<file path="config.mk">
export PLATFORM = sky130hd
export DESIGN_NAME = snake_key_ctrl
export DESIGN_NICKNAME = d
export VERILOG_FILES = /design/src/rtl/snake_key_ctrl_pkg.sv /design/src/rtl/snake_key_ctrl_dir_fifo.sv /design/src/rtl/snake_key_ctrl.sv
export SDC_FILE = /design/constraint.sdc
export NUM_CORES = 1
export LEC_CHECK = 0
export ABC_AREA = 1
export CORE_UTILIZATION = 40
export CTS_BUF_LIST = sky130_fd_sc_hd__clkbuf_2 sky130_fd_sc_hd__clkbuf_4 sky130_fd_sc_hd__clkbuf_8
export CTS_CLUSTER_DIAMETER = 80
export DETAILED_ROUTE_END_ITERATION = 8
export HOLD_SLACK_MARGIN = 0.08
export MAX_ROUTING_LAYER = met4
export SLEW_MARGIN = 10
export SYNTH_ARGS = -nofsm -noshare
export SYNTH_HDL_FRONTEND = slang
export SYNTH_SLANG_ARGS = --single-unit
</file>
<file path="constraint.sdc">
create_clock -name clk -period 2.2 [get_ports clk]
set_input_delay 0.44 -clock clk [delete_from_list [all_inputs] [get_ports clk]]
set_output_delay 0.44 -clock clk [all_outputs]
set_load 0.01 [all_outputs]
</file>
<file path="src/rtl/snake_key_ctrl_pkg.sv">
// Shared key codes, direction codes, handshake state encodings and the key-to-direction map.
// Setting SNAKE_WASD_EN adds WASD letters (either case) as direction keys.
package snake_key_ctrl_pkg;

  localparam logic [1:0] DIR_RIGHT = 2'd0;
  localparam logic [1:0] DIR_LEFT  = 2'd1;
  localparam logic [1:0] DIR_UP    = 2'd2;
  localparam logic [1:0] DIR_DOWN  = 2'd3;

  localparam logic [7:0] KEY_RIGHT = 8'h90;
  localparam logic [7:0] KEY_LEFT  = 8'h91;
  localparam logic [7:0] KEY_UP    = 8'h92;
  localparam logic [7:0] KEY_DOWN  = 8'h93;
  localparam logic [7:0] KEY_SPACE = 8'h20;
  localparam logic [7:0] KEY_ENTER = 8'h0D;
  localparam logic [7:0] KEY_ESC   = 8'h1B;
`ifdef SNAKE_WASD_EN
  localparam logic [7:0] KEY_W_LC  = 8'h77;
  localparam logic [7:0] KEY_A_LC  = 8'h61;
  localparam logic [7:0] KEY_S_LC  = 8'h73;
  localparam logic [7:0] KEY_D_LC  = 8'h64;
  localparam logic [7:0] KEY_W_UC  = 8'h57;
  localparam logic [7:0] KEY_A_UC  = 8'h41;
  localparam logic [7:0] KEY_S_UC  = 8'h53;
  localparam logic [7:0] KEY_D_UC  = 8'h44;
`endif

  localparam logic [1:0] ST_IDLE = 2'd0;
  localparam logic [1:0] ST_CAP  = 2'd1;
  localparam logic [1:0] ST_DROP = 2'd2;

  typedef struct packed {
    logic       vld;
    logic [1:0] dir;
  } dir_cand_t;

  typedef struct packed {
    logic [7:0] code;
    logic       released;
    logic       err;
  } key_evt_t;

  function automatic dir_cand_t map_dir(input logic [7:0] code);
    dir_cand_t c;
    c.vld = 1'b0;
    c.dir = DIR_RIGHT;
    case (code)
      KEY_RIGHT: begin c.vld = 1'b1; c.dir = DIR_RIGHT; end
      KEY_LEFT:  begin c.vld = 1'b1; c.dir = DIR_LEFT;  end
      KEY_UP:    begin c.vld = 1'b1; c.dir = DIR_UP;    end
      KEY_DOWN:  begin c.vld = 1'b1; c.dir = DIR_DOWN;  end
`ifdef SNAKE_WASD_EN
      KEY_D_LC, KEY_D_UC: begin c.vld = 1'b1; c.dir = DIR_RIGHT; end
      KEY_A_LC, KEY_A_UC: begin c.vld = 1'b1; c.dir = DIR_LEFT;  end
      KEY_W_LC, KEY_W_UC: begin c.vld = 1'b1; c.dir = DIR_UP;    end
      KEY_S_LC, KEY_S_UC: begin c.vld = 1'b1; c.dir = DIR_DOWN;  end
`endif
      default: ;
    endcase
    return c;
  endfunction

  // Direction pairs differ only in bit 0, so flipping it yields the opposite heading.
  function automatic logic [1:0] reverse_of(input logic [1:0] d);
    return {d[1], ~d[0]};
  endfunction

endpackage

</file>
<file path="src/rtl/snake_key_ctrl_dir_fifo.sv">
// Direction queue: combinational head/tail, push and pop land on the same edge.
// A push while full is taken only when a pop frees a slot in the same cycle.
module dir_fifo #(
  parameter int DEPTH = 4,
  parameter int AW    = 2
) (
  input  logic       clk,
  input  logic       rst,
  input  logic       push,
  input  logic [1:0] push_dat,
  input  logic       pop,
  output logic       full,
  output logic       empty,
  output logic [1:0] head,
  output logic [1:0] tail
);

  logic [1:0]  mem_q [DEPTH];
  logic [1:0]  mem_d [DEPTH];
  logic [AW-1:0] wr_ptr_q, wr_ptr_d;
  logic [AW-1:0] rd_ptr_q, rd_ptr_d;
  logic [AW:0]   count_q, count_d;
  logic          do_push, do_pop;

  assign full  = (count_q == (AW+1)'(DEPTH));
  assign empty = (count_q == '0);
  assign head  = mem_q[rd_ptr_q];
  assign tail  = mem_q[wr_ptr_q - AW'(1)];

  assign do_pop  = pop && !empty;
  assign do_push = push && (!full || do_pop);

  always_comb begin
    mem_d    = mem_q;
    wr_ptr_d = wr_ptr_q;
    rd_ptr_d = rd_ptr_q;
    count_d  = count_q;
    if (do_push) begin
      mem_d[wr_ptr_q] = push_dat;
      wr_ptr_d        = wr_ptr_q + AW'(1);
    end
    if (do_pop) begin
      rd_ptr_d = rd_ptr_q + AW'(1);
    end
    case ({do_push, do_pop})
      2'b10:   count_d = count_q + (AW+1)'(1);
      2'b01:   count_d = count_q - (AW+1)'(1);
      default: count_d = count_q;
    endcase
  end

  always_ff @(posedge clk) begin
    if (!rst) begin
      wr_ptr_q <= '0;
      rd_ptr_q <= '0;
      count_q  <= '0;
    end else begin
      wr_ptr_q <= wr_ptr_d;
      rd_ptr_q <= rd_ptr_d;
      count_q  <= count_d;
    end
  end

  always_ff @(posedge clk) begin
    mem_q <= mem_d;
  end

endmodule

</file>
<file path="src/rtl/snake_key_ctrl.sv">
// Keyboard-to-snake command bridge: read pulses 1 cycle after data_ready, commands act 2 cycles after.
// Decoder holds its code until read; directions queue in dir_fifo. SNAKE_WASD_EN adds WASD keys.
module snake_key_ctrl
  import snake_key_ctrl_pkg::*;
#(
  parameter int DEPTH = 4,
  parameter int AW    = 2
) (
  input  logic       clk,
  input  logic       rst,
  input  logic [7:0] scancode,
  input  logic       data_ready,
  input  logic       released,
  input  logic       err_ind,
  output logic       read,
  input  logic       tick,
  output logic [1:0] dir,
  output logic       dir_chg,
  output logic       start_p,
  output logic       paused,
  output logic       ovf,
  output logic [7:0] err_cnt
);

  logic [1:0] state_q, state_d;
  key_evt_t   evt_q, evt_d;
  logic       dec_vld_q, dec_vld_d;
  logic [1:0] dir_q, dir_d;
  logic       dir_chg_q, dir_chg_d;
  logic       paused_q, paused_d;
  logic [7:0] err_cnt_q, err_cnt_d;

  logic       fifo_push, fifo_pop, fifo_full, fifo_empty;
  logic [1:0] fifo_head, fifo_tail;
  logic       key_ok, cand_ok;
  dir_cand_t  cand;
  logic [1:0] dir_ref;

  always_comb begin
    state_d   = state_q;
    evt_d     = evt_q;
    dec_vld_d = 1'b0;
    case (state_q)
      ST_IDLE: if (data_ready) state_d = ST_CAP;
      ST_CAP: begin
        state_d   = ST_DROP;
        evt_d     = '{code: scancode, released: released, err: err_ind};
        dec_vld_d = 1'b1;
      end
      ST_DROP: if (!data_ready) state_d = ST_IDLE;
      default: state_d = ST_IDLE;
    endcase
  end

  // Reversal is judged against the newest queued heading, not the committed one.
  assign key_ok  = dec_vld_q && !evt_q.err && !evt_q.released;
  assign cand    = map_dir(evt_q.code);
  assign dir_ref = fifo_empty ? dir_q : fifo_tail;
  assign cand_ok = key_ok && cand.vld && (cand.dir != dir_ref) &&
                   (cand.dir != reverse_of(dir_ref));

  assign fifo_pop  = tick && !paused_q && !fifo_empty;
  assign fifo_push = cand_ok && (!fifo_full || fifo_pop);

  always_comb begin
    dir_d     = fifo_pop ? fifo_head : dir_q;
    dir_chg_d = fifo_pop;
    paused_d  = paused_q ^ (key_ok && (evt_q.code == KEY_ESC));
    err_cnt_d = err_cnt_q;
    if (dec_vld_q && evt_q.err && (err_cnt_q != 8'hFF)) begin
      err_cnt_d = err_cnt_q + 8'd1;
    end
  end

  always_ff @(posedge clk) begin
    if (!rst) begin
      state_q   <= ST_IDLE;
      evt_q     <= '0;
      dec_vld_q <= 1'b0;
      dir_q     <= DIR_RIGHT;
      dir_chg_q <= 1'b0;
      paused_q  <= 1'b0;
      err_cnt_q <= '0;
    end else begin
      state_q   <= state_d;
      evt_q     <= evt_d;
      dec_vld_q <= dec_vld_d;
      dir_q     <= dir_d;
      dir_chg_q <= dir_chg_d;
      paused_q  <= paused_d;
      err_cnt_q <= err_cnt_d;
    end
  end

  dir_fifo #(
    .DEPTH (DEPTH),
    .AW    (AW)
  ) u_dir_fifo (
    .clk      (clk),
    .rst      (rst),
    .push     (fifo_push),
    .push_dat (cand.dir),
    .pop      (fifo_pop),
    .full     (fifo_full),
    .empty    (fifo_empty),
    .head     (fifo_head),
    .tail     (fifo_tail)
  );

  assign read    = (state_q == ST_CAP);
  assign dir     = dir_q;
  assign dir_chg = dir_chg_q;
  assign paused  = paused_q;
  assign err_cnt = err_cnt_q;
  assign start_p = key_ok && ((evt_q.code == KEY_SPACE) || (evt_q.code == KEY_ENTER));
  assign ovf     = cand_ok && fifo_full && !fifo_pop;

endmodule

</file>
After elaboration in Yosys (flattened, before gate mapping) --
Cells that the tools add are included.
Storage, ports and cells: bits in registers 40, latch bits 0, bits in writable memories 0, ROM bits 0, input bits 14, memories kept 0
Cells by class: add/sub/neg operators 6, $mul 0, divide/modulo/power cells 0, magnitude comparators 4, equal/unequal tests 17, shift-type cells 0, mux-type cells 16, bitwise gates (word level) 5, reductions and logical operators 30
Operators with widths (count):
- == test 8 bit (second input constant) | 4
- logical AND 1 bit | 17
- 2-to-1 mux 2 bit | 8
- one-hot mux 3 bit (4 select lines) | 1
- >= comparator 3 bit (second input constant) | 3
- inverter 2 -> 3 bit | 3
- adder 8 x 1 -> 8 bit (second input constant) | 1
- binary-select mux 2 bit (select 2 bit) | 2
- bitwise mux 8 bit | 1
- == test 8 x 4 -> 1 bit (second input constant) | 1
- == test 8 x 5 -> 1 bit (second input constant) | 1
- == test 8 x 6 -> 1 bit (second input constant) | 1
- inequality test 8 bit (second input constant) | 1
- logical NOT 1 bit | 6
- one-hot mux 2 bit (3 select lines) | 1
- one-hot mux 3 bit (2 select lines) | 1
- adder 2 x 1 -> 2 bit (second input constant) | 2
- demux 2 bit (select 2 bit) | 1
- == test 2 x 1 -> 1 bit (second input constant) | 2
- == test 2 bit (second input constant) | 2
- inequality test 2 bit | 2
- inequality test 2 bit (second input constant) | 2
- adder 3 x 1 -> 3 bit (second input constant) | 1
- == test 3 bit (second input constant) | 1
- other kinds (11) | 13

Depth between registers and ports, before layout --
word-level depth 13, gate-level depth with buffers 15, gate-level depth less buffers 15

Hierarchy --
From an unflattened synthesis, not the netlist that was laid out.
Unflattened totals: cell total of the unflattened synthesis 275, area, all modules 2013.2 um^2
Modules (own cells, without submodules):
- snake_key_ctrl | times used 1, cells each 176, area each 1209.9 um^2, sequential area each 500.5 um^2
- dir_fifo | times used 1, cells each 99, area each 803.3 um^2, sequential area each 380.4 um^2

Worst setup path after synthesis --
No wires, ideal clock.
kind reg-to-reg, start point register u_dir_fifo.wr_ptr_q[0], end point register u_dir_fifo.count_q[2], setup time 122 ps, arrival 2240 ps, setup slack -162 ps, cell stages (with the launch flop) 15, buffers on the path 0, clock period less this slack 2362 ps, cell sequence dfxtp_1 inv_2 ha_1 inv_1 nand3_1 nand3_1 nand3_1 nand4_4 ha_1 inv_1 fa_1 a21oi_1 o21ai_0 o21ai_0 a21oi_1
On the way: longest elaborated chain between the ends 13
RTL lines:
- start: declaration | RTL line snake_key_ctrl_dir_fifo.sv:20 | logic [AW-1:0] wr_ptr_q, wr_ptr_d;
- start signal: assignment | RTL line snake_key_ctrl_dir_fifo.sv:58 | wr_ptr_q <= wr_ptr_d;
- subtractor 2 x 1 -> 2 bit * | RTL line snake_key_ctrl_dir_fifo.sv:28 | assign tail = mem_q[wr_ptr_q - AW'(1)];
- inverter 2 -> 3 bit (not written as such) * | RTL line snake_key_ctrl_dir_fifo.sv:28
- binary-select mux 2 bit (select 2 bit) * | RTL line snake_key_ctrl_dir_fifo.sv:28
- 2-to-1 mux 2 bit (not written as such) * (2 in series) | RTL line snake_key_ctrl_dir_fifo.sv:28
- 2-to-1 mux 2 bit * | RTL line snake_key_ctrl.sv:58 | assign dir_ref = fifo_empty ? dir_q : fifo_tail;
- inequality test 2 bit / inverter 1 bit (equally long branches) | RTL line snake_key_ctrl.sv:59, snake_key_ctrl_pkg.sv:65
- logical AND 1 bit / inequality test 2 bit (equally long branches) | RTL line snake_key_ctrl.sv:59, snake_key_ctrl.sv:60
- logical AND 1 bit * | RTL line snake_key_ctrl.sv:59 | assign cand_ok = key_ok && cand.vld && (cand.dir != dir_ref) &&
- logical AND 1 bit * | RTL line snake_key_ctrl.sv:63 | assign fifo_push = cand_ok && (!fifo_full || fifo_pop);
- logical AND 1 bit * | RTL line snake_key_ctrl_dir_fifo.sv:31 | assign do_push = push && (!full || do_pop);
- == test 2 x 1 -> 1 bit / == test 2 bit (equally long branches) | RTL line snake_key_ctrl_dir_fifo.sv:45 | case ({do_push, do_pop})
- one-hot mux 3 bit (2 select lines) / nonzero test 2 bit (equally long branches)
- end signal: assignment | RTL line snake_key_ctrl_dir_fifo.sv:60 | count_q <= count_d;
- end: declaration | RTL line snake_key_ctrl_dir_fifo.sv:22 | logic [AW:0] count_q, count_d;
Mark *: on every way between the ends. The rest lies on a longest branch, timed or not. The select of a mux whose other input is x is not followed. A chain may end at the register's enable or synchronous reset.

Final worst setup path --
Same ends and word-level chain as after synthesis.

==> impl_metrics.json <==
{
  "grt_max_degree": 19,
  "clockPowerShare_pct": 35.5,
  "die-area_um2": 4930,
  "cts_buffer_depth": 2,
  "dp.cells": 325,
  "cts_tree": "built",
  "drtIter0Drc": 108,
  "die-width_um": 70.2,
  "initial_utilization_pct": 42.2,
  "gp_congestion": 0.798,
  "hold_depth": 1,
  "max-slew-margin-rel_pct": 69.1,
  "die_y_um": 70.2,
  "power_density_nw_per_um2": 557,
  "avgSynthCellArea_um2": 7.89,
  "htreeDepth": 2,
  "status": "finished, final reports clean",
  "min_period_over_period_pct": 97.1,
  "fin_area_um2": 2410,
  "synth_area_leader_cell": "dfxtp_1",
  "critPathLaunch": "u_dir_fifo.wr_ptr_q[0]",
  "drcViolationCount": 0,
  "finalCriticalPeriod_ns": 2.14,
  "crit_fanout": 3,
  "maxCapViolations": 0,
  "grt_pass1_vias": 1505,
  "wl_met1_um": 1890,
  "fin_skew_ns": 0.00593,
  "min_to": "state_q[0]",
  "sequentialPowerShare_pct": 57.6,
  "synthArstFlopShare_pct": 0,
  "placed_area_um2": 2300,
  "reg2regPathDepth": 15,
  "synth_area_leaders": "dfxtp_1, edfxtp_1, nor2_1",
  "diodes": 0,
  "grt-ovfl-total": 0,
  "insertion_delay_ns": 0.29,
  "synth_top_area_share_pct": 34.4,
  "startpoint_type": "flip-flop",
  "cp.arrival_ns": 2.31,
  "ys_seq_area_share_pct": 47.3,
  "drive_gt1_share_pct": 16.0,
  "yosysMostFrequentCell": "nor2_1",
  "root_buffer": "clkbuf_8",
  "vias": 1569,
  "slew_viol_final": 0,
  "clkSlewWorstSetupHoldPaths_ns": 0.08,
  "worst_pin_slew_ns": 0.464,
  "io_pins": 29,
  "worstPathRequired_ns": 2.38,
  "cts_sinks": 40,
  "core_region_area_um2": 4410,
  "yosysUniqueCellTypes": 24,
  "ir_worst_vdd_mv": 0.272,
  "post-dp-hpwl_um": 2730,
  "num_rows": 24,
  "final_nets": 302,
  "end_kind": "flip-flop",
  "yosys_most_used_dff": "dfxtp_1",
  "min_from": "state_q[1]",
  "area.growth.synth_to_final_pct": 29.3,
  "synth_edf_count": 8,
  "syn_area_um2": 1860,
  "rsz0062_at_grt": "true",
  "wl_per_cell_um": 10.9,
  "io_buffers": 28,
  "max_freq_mhz": 468,
  "grt_first_pass_wirelength_um": 6470,
  "routed_wl_um": 3640,
  "p_leak_nw": 0.925,
  "regToRegEndpoint": "u_dir_fifo.count_q[2]",
  "swShare_pct": 22.9,
  "ant_nets": 0,
  "vias_per_cell": 4.71,
  "met2_length_um": 1590,
  "reg2reg_from": "u_dir_fifo.wr_ptr_q[0]",
  "criticalPathCategory": "reg -> reg",
  "ff2ff_setup_slack_ns": 0.06,
  "syn_inst": 236,
  "power.share.combinational_pct": 6.9,
  "first_pass_iters": 4,
  "synth_common_cells": "nor2_1, inv_1, dfxtp_1",
  "topRoutingLayerUsed": "met4",
  "cts_buffers": 5,
  "hp-class": "reg -> reg",
  "antenna_found_initial": 0,
  "synth_nets": 257,
  "internal-power_mw": 1.04,
  "instances_no_fill": 333,
  "synth_warnings": 0,
  "grt_use_total_pct": 16.8,
  "wl_met3_um": 100,
  "finalHoldViolCount": 0,
  "p_switching_mw": 0.307,
  "postSynthRegisterBits": 40,
  "setup_viol": 0
}
[power by group through the flow]
| stage | clock network (mW) | registers, mW | logic, mW |
|---|---|---|---|
| 2_1_floorplan | 0 | 0.787 | 0.0521 |
| 3_3_place_gp | 0 | 0.790 | 0.0920 |
| 3_5_place_dp | 0 | 0.790 | 0.0926 |
| 4_1_cts | 0.492 | 0.773 | 0.0931 |
| 5_1_grt | 0.523 | 0.775 | 0.107 |
| 6_report | 0.477 | 0.773 | 0.0926 |
[cell families (layout without fill, tap and decap cells)]
| kind of cell | Yosys count | in the layout | synth area share (%) |
|---|---|---|---|
| AOI/OAI and AO/OA | 50 | 50 | 13.8 |
| adders and majority gates | 7 | 7 | 5.10 |
| buffers and inverters | 40 | 85 | 8.46 |
| DFF | 40 | 40 | 47.3 |
| and+or+nand+nor | 99 | 99 | 25.4 |
[registers in the layout, summed over array words and instances (netlist names)]
signal / flops
err_cnt: 8
evt_q: 10
paused: 1
u_dir_fifo.rd_ptr_q: 2
u_dir_fifo.wr_ptr_q: 2
dir: 2
u_dir_fifo.mem_q: 8
state_q: 2
dir_chg: 1
u_dir_fifo.count_q: 3
dec_vld_q: 1
[metrics by stage]
| stage | setup slack (ns) | setup TNS, ns | utilization (%) | hold WS (ns) | power (mW) |
|---|---|---|---|---|---|
| after detailed placement | -0.193 | -0.434 | 52.2 | 0.430 | 0.883 |
| after floorplan | 0.00681 | 0 | - | 0.413 | 0.839 |
| after global placement | -0.149 | -0.303 | 52.2 | 0.430 | 0.882 |
| after CTS | 0.000390 | 0 | 54.0 | 0.453 | 1.36 |
| final | 0.0643 | 0 | 54.6 | 0.459 | 1.34 |
| after global routing | -0.0484 | -0.0562 | 54.6 | 0.496 | 1.41 |
[metal layers]
metal  up-vias  GRT usage (%)
li1        858              -
met1       683           21.6
met2        21           25.7
met3         7           4.76
met4         0           5.33
met5         -              -
[critical path: stages, from the launching register on]
cell and delay [ns]:
dfxtp_2 0.34, inv_2 0.05, ha_4 0.26, inv_1 0.03, nand3_1 0.09, nand2_1 0.05
nand2_1 0.06, nand3_2 0.11, nand4_4 0.11, ha_4 0.14, inv_2 0.04, fa_2 0.36
a21oi_2 0.13, o21ai_1 0.09, o21ai_1 0.12, a21oi_1 0.05
[worst max-delay path by stage]
stage | end | slack, ns
3_3_place_gp | u_dir_fifo.count_q[2] | -0.15
3_5_place_dp | u_dir_fifo.count_q[2] | -0.19
6_report | u_dir_fifo.count_q[2] | 0.06
5_1_grt | u_dir_fifo.count_q[2] | -0.05
4_1_cts | u_dir_fifo.count_q[2] | 0.0004
2_1_floorplan | u_dir_fifo.count_q[2] | 0.007
[cells in the final DEF, fill, tap and decap left out, types with 4 or more instances in the layout]
master	netlist	layout
buf_4	0	14
nor2_2	3	4
nand4_1	4	4
nand3_1	15	14
nor2_1	42	41
nand2_1	24	24
ha_1	6	4
nand3_2	3	4
clkdlybuf4s50_1	0	26
clkbuf_8	0	5
dfxtp_1	32	30
edfxtp_1	8	8
inv_1	34	32
o21ai_0	27	25
inv_2	2	4
a21oi_1	20	19
[final cells by class]
class / count / area, um^2
clock buffers: 6 / 76.3
clock inverters: 1 / 5.00
fillers: 433 / 2010
inverters: 36 / 135
multi-input cells: 156 / 865
flip-flops and latches: 40 / 883
well taps: 52 / 65.1
repair buffers: 42 / 379
[what timing repair did]
action | in CTS | in global routing
setup buffers | 0 | 1
resized for setup | 5 | 8
hold buffers | 0 | 0
cloned | 0 | 0
endpoints found under the setup margin | 2 | 3
pin swaps | 0 | 4
Power figures use the tool's default switching activity.
